==> config.mk <==
export PLATFORM = sky130hd
export DESIGN_NAME = run_sequencer
export DESIGN_NICKNAME = d
export VERILOG_FILES = /design/src/rtl/run_sequencer.sv
export SDC_FILE = /design/constraint.sdc
export NUM_CORES = 1
export LEC_CHECK = 0
export CORE_MARGIN = 2
export CORE_UTILIZATION = 30
export DETAILED_ROUTE_END_ITERATION = 8
export PLACE_DENSITY_LB_ADDON = 0.15
export SLEW_MARGIN = 30
export SYNTH_ARGS = -nofsm -noshare
export SYNTH_HDL_FRONTEND = slang
export SYNTH_SLANG_ARGS = --single-unit
==> constraint.sdc <==
create_clock -name CLK -period 2.9 [get_ports CLK]
set_clock_uncertainty 0.1 [all_clocks]
set_input_delay 0.29 -clock CLK [delete_from_list [all_inputs] [get_ports CLK]]
set_output_delay 0.29 -clock CLK [all_outputs]
set_load 0.05 [all_outputs]
==> src/rtl/run_sequencer.sv <==
// run_sequencer: launches three core programs, reads back each result table and streams the bytes; SEQ_TIMEOUT_EN adds a RUN watchdog
module run_sequencer #(
    parameter int START_CYCLES = 2,
    parameter int TIMEOUT      = 4096
) (
    input  logic       CLK,
    input  logic       reset_n,
    input  logic       go,
    input  logic       halt,
    output logic       start,
    output logic [7:0] mem_addr,
    input  logic [7:0] mem_rdata,
    output logic       res_valid,
    input  logic       res_ready,
    output logic [7:0] res_data,
    output logic [1:0] res_prog,
    output logic       res_last,
    output logic       busy,
    output logic       done,
    output logic       timeout_err
);
    if (START_CYCLES < 1 || START_CYCLES > 255) begin : g_bad_start
        $error("START_CYCLES out of range 1..255");
    end
    if (TIMEOUT < 1 || TIMEOUT > 65535) begin : g_bad_timeout
        $error("TIMEOUT out of range 1..65535");
    end

    typedef enum logic [2:0] {IDLE, LAUNCH, RUN, READ, EMIT, NEXT, DONE} state_e;

    state_e     state_q, state_d;
    logic [1:0] prog_q, prog_d, idx_q, idx_d;
    logic [7:0] lcnt_q, lcnt_d, res_data_q, res_data_d;
    logic [7:0] tbl_addr;
    logic       last;
`ifdef SEQ_TIMEOUT_EN
    logic [15:0] tcnt_q, tcnt_d;
    logic        terr_q, terr_d;
`endif

    // readback table: p1 {10,11}, p2 {4,5,6}, p3 {14}
    assign tbl_addr = prog_q == 2'd0 ? 8'd10 + {6'd0, idx_q} :
                      prog_q == 2'd1 ? 8'd4 + {6'd0, idx_q} : 8'd14;
    assign last     = prog_q == 2'd0 ? idx_q == 2'd1 :
                      prog_q == 2'd1 ? idx_q == 2'd2 : 1'b1;

    always_comb begin
        state_d    = state_q;
        prog_d     = prog_q;
        idx_d      = idx_q;
        lcnt_d     = lcnt_q;
        res_data_d = res_data_q;
`ifdef SEQ_TIMEOUT_EN
        tcnt_d     = tcnt_q;
        terr_d     = terr_q;
`endif
        case (state_q)
            IDLE, DONE: if (go) begin
                state_d = LAUNCH;
                prog_d  = 2'd0;
                idx_d   = 2'd0;
                lcnt_d  = 8'd0;
`ifdef SEQ_TIMEOUT_EN
                terr_d  = 1'b0;
`endif
            end
            LAUNCH: if (lcnt_q == 8'(START_CYCLES - 1)) begin
                state_d = RUN;
                lcnt_d  = 8'd0;
`ifdef SEQ_TIMEOUT_EN
                tcnt_d  = 16'd0;
`endif
            end else begin
                lcnt_d = lcnt_q + 8'd1;
            end
            RUN: if (halt) begin
                state_d = READ;
`ifdef SEQ_TIMEOUT_EN
            end else if (tcnt_q == 16'(TIMEOUT - 1)) begin
                state_d = DONE;
                terr_d  = 1'b1;
            end else begin
                tcnt_d = tcnt_q + 16'd1;
`endif
            end
            READ: begin
                res_data_d = mem_rdata;
                state_d    = EMIT;
            end
            EMIT: if (res_ready) begin
                state_d = last ? NEXT : READ;
                idx_d   = last ? 2'd0 : idx_q + 2'd1;
            end
            NEXT: begin
                state_d = prog_q == 2'd2 ? DONE : LAUNCH;
                prog_d  = prog_q == 2'd2 ? prog_q : prog_q + 2'd1;
            end
            default: state_d = IDLE;
        endcase
    end

    always_ff @(posedge CLK) begin
        if (!reset_n) begin
            state_q    <= IDLE;
            prog_q     <= 2'd0;
            idx_q      <= 2'd0;
            lcnt_q     <= 8'd0;
            res_data_q <= 8'd0;
`ifdef SEQ_TIMEOUT_EN
            tcnt_q     <= 16'd0;
            terr_q     <= 1'b0;
`endif
        end else begin
            state_q    <= state_d;
            prog_q     <= prog_d;
            idx_q      <= idx_d;
            lcnt_q     <= lcnt_d;
            res_data_q <= res_data_d;
`ifdef SEQ_TIMEOUT_EN
            tcnt_q     <= tcnt_d;
            terr_q     <= terr_d;
`endif
        end
    end

    assign start     = state_q == IDLE || state_q == LAUNCH || state_q == DONE;
    assign busy      = state_q == LAUNCH || state_q == RUN || state_q == READ ||
                       state_q == EMIT || state_q == NEXT;
    assign done      = state_q == DONE;
    assign res_valid = state_q == EMIT;
    assign res_last  = state_q == EMIT && last;
    assign res_prog  = prog_q;
    assign res_data  = res_data_q;
    assign mem_addr  = state_q == READ ? tbl_addr : 8'd0;
`ifdef SEQ_TIMEOUT_EN
    assign timeout_err = terr_q;
`else
    assign timeout_err = 1'b0;
`endif
endmodule

# After elaboration in Yosys (flattened, before gate mapping)
# Cells that the tools add are included.
# totals
mem_bits_ro	0
elab_cells	64
in_bits	13
ramBits	0
latch_bits	0
regBits	23
memories	0
output_inout_bits	24
# op_classes
n_bitwise	0
mux	21
n_reduce_logical	17
n_shift	0
eq_ne	16
div_mod_pow	0
addsub	5
mul	0
order_cmp	0
# op_table
operator	n
3-bit two-way mux	6
3-bit one-hot mux with 6 select lines	1
8-bit two-way mux	2
8-bit one-hot mux with 2 select lines	1
5-bit two-way mux	2
3-bit == test, second input constant	3
8-bit by 1-bit adder with 8-bit output, second input constant	1
8-bit by 1-bit == test with 1-bit output, second input constant	1
2-bit two-way mux	4
2-bit inequality test, second input constant	4
2-bit one-hot mux with 2 select lines	2
3-bit by 2-bit == test with 1-bit output, second input constant	2
1-bit logical OR	6
3-bit AND reduction	2
2-bit nonzero test	3
4-bit by 2-bit adder with 5-bit output, first input constant	1
2-bit by 1-bit adder with 2-bit output, second input constant	2
3-bit by 2-bit adder with 4-bit output, first input constant	1
2-bit by 1-bit == test with 1-bit output, second input constant	2
2-bit == test, second input constant	2
4-bit two-way mux	1
4-bit AND reduction	1
3-bit by 1-bit == test with 1-bit output, second input constant	1
3-bit zero test	1
other kinds (6)	7

# Logic depth before layout (Yosys ltp)
# logic_depth
ltp_word	6
mapped_depth	7
ltp_nobuf	6

# Worst setup path after synthesis
# Ideal clock, no wire load.
# synth_path
kind	reg-to-output
from	reg prog_q[1], in the netlist res_prog[1]
to	out mem_addr[1]
n_path_buf	0
arrival_time_ps	2308
slack_ps	202
path_stages_with_launch	5
cell_sequence	dfxtp_1 > inv_1 > ha_1 > nor3b_1 > a211oi_1
# synth_between
elab_chain_len	4
elab_cells_between_ends	5
# synth_rtl
element	line	text
from (decl)	32	logic [1:0] prog_q, prog_d, idx_q, idx_d;
from (signal assigned)	115	prog_q <= prog_d;
2-bit by 1-bit == test with 1-bit output	43	prog_q == 2'd1 ? 8'd4 + {6'd0, idx_q} : 8'd14;
4-bit two-way mux	43	
5-bit two-way mux *	42	assign tbl_addr = prog_q == 2'd0 ? 8'd10 + {6'd0, idx_q} :
5-bit two-way mux *	134	assign mem_addr = state_q == READ ? tbl_addr : 8'd0;
to (decl)	11	output logic [7:0] mem_addr,
# Mark *: on every way between the ends. The rest lies on a longest branch, timed or not.

# Worst setup path after layout
# layout_path
from	reg prog_q[0], in the netlist res_prog[0]
to	out res_last
# layout_between
elab_chain_len	4
elab_cells_between_ends	5
# layout_rtl
element	line	text
2-bit by 1-bit == test with 1-bit output	45	prog_q == 2'd1 ? idx_q == 2'd2 : 1'b1;
1-bit two-way mux	45	
1-bit two-way mux *	44	assign last = prog_q == 2'd0 ? idx_q == 2'd1 :
1-bit logical AND *	131	assign res_last = state_q == EMIT && last;
to (decl)	17	output logic res_last,
# Marked as above.

==> results.toml <==
[synthesis]
synth_common_cells = "sky130_fd_sc_hd__dfxtp_1, sky130_fd_sc_hd__nand2_1, sky130_fd_sc_hd__nand3_1, sky130_fd_sc_hd__a21boi_1, sky130_fd_sc_hd__nor2_1"
synth_top_cell_area_share_pct = 31.9
synth.mux.area_fraction_pct = 2.08
post_synth_fa_ha_maj_area_fraction_pct = 6.94
complex_gate_fraction_of_the_synthesized_area_pct = 16.8
area_share_of_and_or_nand_nor_cells_after_synthesis_pct = 34.8
ys_seq_area_share_pct = 31.9
synth-xor-area-share_pct = 0
dominant_combinational_cell_family_by_area_after_synthesis = "simple AND/OR/NAND/NOR gates"
synth-edff-count = 0
syn-cell-area_sq_um = 1440
ys_top_cells_by_area = "sky130_fd_sc_hd__dfxtp_1, sky130_fd_sc_hd__ha_1, sky130_fd_sc_hd__nand2_1, sky130_fd_sc_hd__a21boi_1, sky130_fd_sc_hd__nand4b_1"
syn_inst = 174
postSynthAreaPerCell_sq_um = 8.28
synthArstFlopShare_pct = 0
synth.yosys.warnings = 0
dominantRegCellSynth = "sky130_fd_sc_hd__dfxtp_1"
yosysTopAreaCell = "sky130_fd_sc_hd__dfxtp_1"
postSynthRegisterBits = 23
synthDistinctLibCells = 41
yosys.cell_count.top_type = "sky130_fd_sc_hd__dfxtp_1"

[critical_path]
crit_path_max_fanout = 6
path_cells = "inv_1 -> ha_1 -> or3b_1 -> nand2_1 -> nor2_1 -> clkdlybuf4s50_1"
cp-start-kind = "register"
timing.critical_path.slowest_stage_cell = "sky130_fd_sc_hd__clkdlybuf4s50_1"
timing.critical_path.slowest_cell_delay_ns = 0.69
cp_data_arrival_time_ns = 2.31
critical_path.endpoint_type = "output port"
crit_type = "register to output port"
crit_buf_inv = 2
cp_required_ns = 2.51
critical-path-top-delay-family = "buffers and inverters"

[timing]
highest_clock_rate_mhz = 370
worst_hold_slack_ns = 0.361
hold_viol = 0
final.period_utilization_pct = 93.1
report.final.slew_viol_count = 0
final_period_minus_worst_setup_slack_ns = 2.70
tightest_slew_ns = 0.510
setup_repair_after_global_routing_missed_its_margin = "no"
setup_violations = 0
finalSetupTns_ns = 0
slew_headroom_pct = 65.9

[clocking]
htree_levels = 1
ctsHoldBuffers = 0
path_clk_slew_ns = 0.09
cts_root_buf = "sky130_fd_sc_hd__clkbuf_8"
cts-root-to-sink-buffers = 2
cts_tree = "done"
clkLatencyLatePin_ns = 0.26
cts-resized-gates = 0
cts_post_setup_buffers_inserted = 0
cts.sinks = 23
numCtsBuffers = 3

[final_layout]
layout.filler_cells = 486
design.final.nets = 223
antenna_diode_count = 0
area.sequential_sq_um = 460
area.growth.synth_to_final_pct = 25.7
final_cell_count_no_fill = 255
layout-drive-gt1-share_pct = 7.96
multi_input_comb_area_sq_um = 892

[detailed_routing]
avgRoutedWirePerCell_um = 12.5
vias = 1263
post_route_ant_nets = 0
vias_per_cell = 4.95
routed_wirelength_um = 3200
first_pass_iters = 4
detail_route.drc_violations = 0
detail_route.iter0.violations = 45

[min_path]
hold_class = "register to register"

[floorplan]
boundaryPins = 37
starting_density_of_the_core_pct = 30.7
placementRows = 25
die_ht_um = 73.3
floorplan.die.width_um = 73.3
core_area_sq_um = 4690
dieArea_sq_um = 5380

[global_routing]
grt_pass1_wl_um = 5310
maximum_number_of_pins_on_one_net_before_global_route_repair = 31
congestion_overflow_gr = 0
antenna_found_initial = 0
grt_usage_pct = 12.3
grt_pass1_vias = 1202

[run]
maxcap_violations = 0

[placement]
port_buffers = 31
routabilityCongestion = 0.767
dpl.hpwl_um = 2410
dp_cells = 251

[power_and_ir_drop]
p_per_area_nw_per_um2 = 718
leakagePower_nw = 0.663
worst_ir_drop_vdd_mv = 0.256
power_mw = 1.30

[run_status]
outcome = "complete, no violations"
==> worst min-delay path, cell delays in order (launching register included) <==
cell                       delay [ns]
sky130_fd_sc_hd__dfxtp_1         0.32
sky130_fd_sc_hd__nand2_1         0.05
sky130_fd_sc_hd__a21boi_1        0.05
==> registers in the layout (all words and copies together), names as in the netlist <==
register,count
res_prog,2
state_q,3
lcnt_q,8
idx_q,2
res_data,8
==> where the power goes <==
| group | internal (mW) | total (mW) | leakage (nW) | switching [mW] |
|---|---|---|---|---|
| Combinational | 0.259 | 0.663 | 0.451 | 0.403 |
| Clock | 0.0958 | 0.201 | 0.0255 | 0.106 |
| Sequential | 0.353 | 0.437 | 0.186 | 0.0845 |
==> cell families after synthesis <==
family                     count (synthesis)
AOI/OAI and AO/OA                         33
other                                      1
and+or+nand+nor                           85
muxes                                      3
DFF                                       23
adders and majority gates                  8
buffers and inverters                     21
==> final cells by class <==
type                    count  area share [%]
multi-input cells         134            49.2
flip-flops and latches     23            25.4
repair buffers             33            17.5
well taps                  54            3.73
clock buffers               3            2.28
inverters                   7            1.52
clock inverters             1           0.276
==> per-stage QoR <==
step / util [%] / setup WS (ns) / cell area, sq um
floorplan: - / 0.202 / 1460
global placement: 37.7 / 0.557 / 1770
detailed placement: 37.7 / 0.484 / 1770
CTS: 38.7 / 0.181 / 1820
global route: 38.6 / 0.0382 / 1810
finish: 38.6 / 0.200 / 1810
==> path summary, 6_finish.rpt <==
| path | end | cells past startpoint | slack, ns | from |
|---|---|---|---|---|
| setup / recovery | res_last | 6 | 0.20 | res_prog[0]$_SDFFE_PN0P_ |
| hold reg to reg | res_data[6]$_SDFFE_PN0P_ | 2 | 0.36 | res_data[6]$_SDFFE_PN0P_ |
| setup reg to reg | idx_q[1]$_SDFFE_PN0P_ | 6 | 0.85 | res_prog[0]$_SDFFE_PN0P_ |
| hold / removal | res_data[6]$_SDFFE_PN0P_ | 2 | 0.36 | res_data[6]$_SDFFE_PN0P_ |
==> metal layers <==
| layer | global-route usage, % | share of wire, % | vias up | wire length (um) |
|---|---|---|---|---|
| met3 | 2.06 | 2.6 | 2 | 83 |
| met4 | 3.03 | 0.59 | 0 | 19 |
| met2 | 21.1 | 50 | 21 | 1590 |
| li1 | - | - | 658 | - |
| met5 | 0 | 0 | - | 0 |
| met1 | 16.0 | 47 | 582 | 1500 |
==> cells in the final DEF, fill, tap and decap left out, types with 3 or more instances in the layout <==
master                            netlist  routed
sky130_fd_sc_hd__clkdlybuf4s50_1        0      29
sky130_fd_sc_hd__dfxtp_1               23      23
sky130_fd_sc_hd__nand2_1               22      22
sky130_fd_sc_hd__nand3_1               10      10
sky130_fd_sc_hd__nor2_1                 9       9
sky130_fd_sc_hd__a21boi_1               9       9
sky130_fd_sc_hd__ha_1                   8       8
sky130_fd_sc_hd__nand4b_1               7       7
sky130_fd_sc_hd__inv_1                  6       6
sky130_fd_sc_hd__a21oi_1                6       6
sky130_fd_sc_hd__and3_1                 6       6
sky130_fd_sc_hd__or3b_1                 5       5
sky130_fd_sc_hd__nor3b_1                5       5
sky130_fd_sc_hd__nor2b_1                5       5
sky130_fd_sc_hd__conb_1                 1       5
sky130_fd_sc_hd__nand2b_1               3       3
sky130_fd_sc_hd__a211oi_1               3       3
sky130_fd_sc_hd__o21ai_0                3       3
sky130_fd_sc_hd__and3b_1                3       3
sky130_fd_sc_hd__mux2i_1                3       3
sky130_fd_sc_hd__clkbuf_8               0       3
sky130_fd_sc_hd__buf_4                  5       3
(Power assumes the default switching activity.)
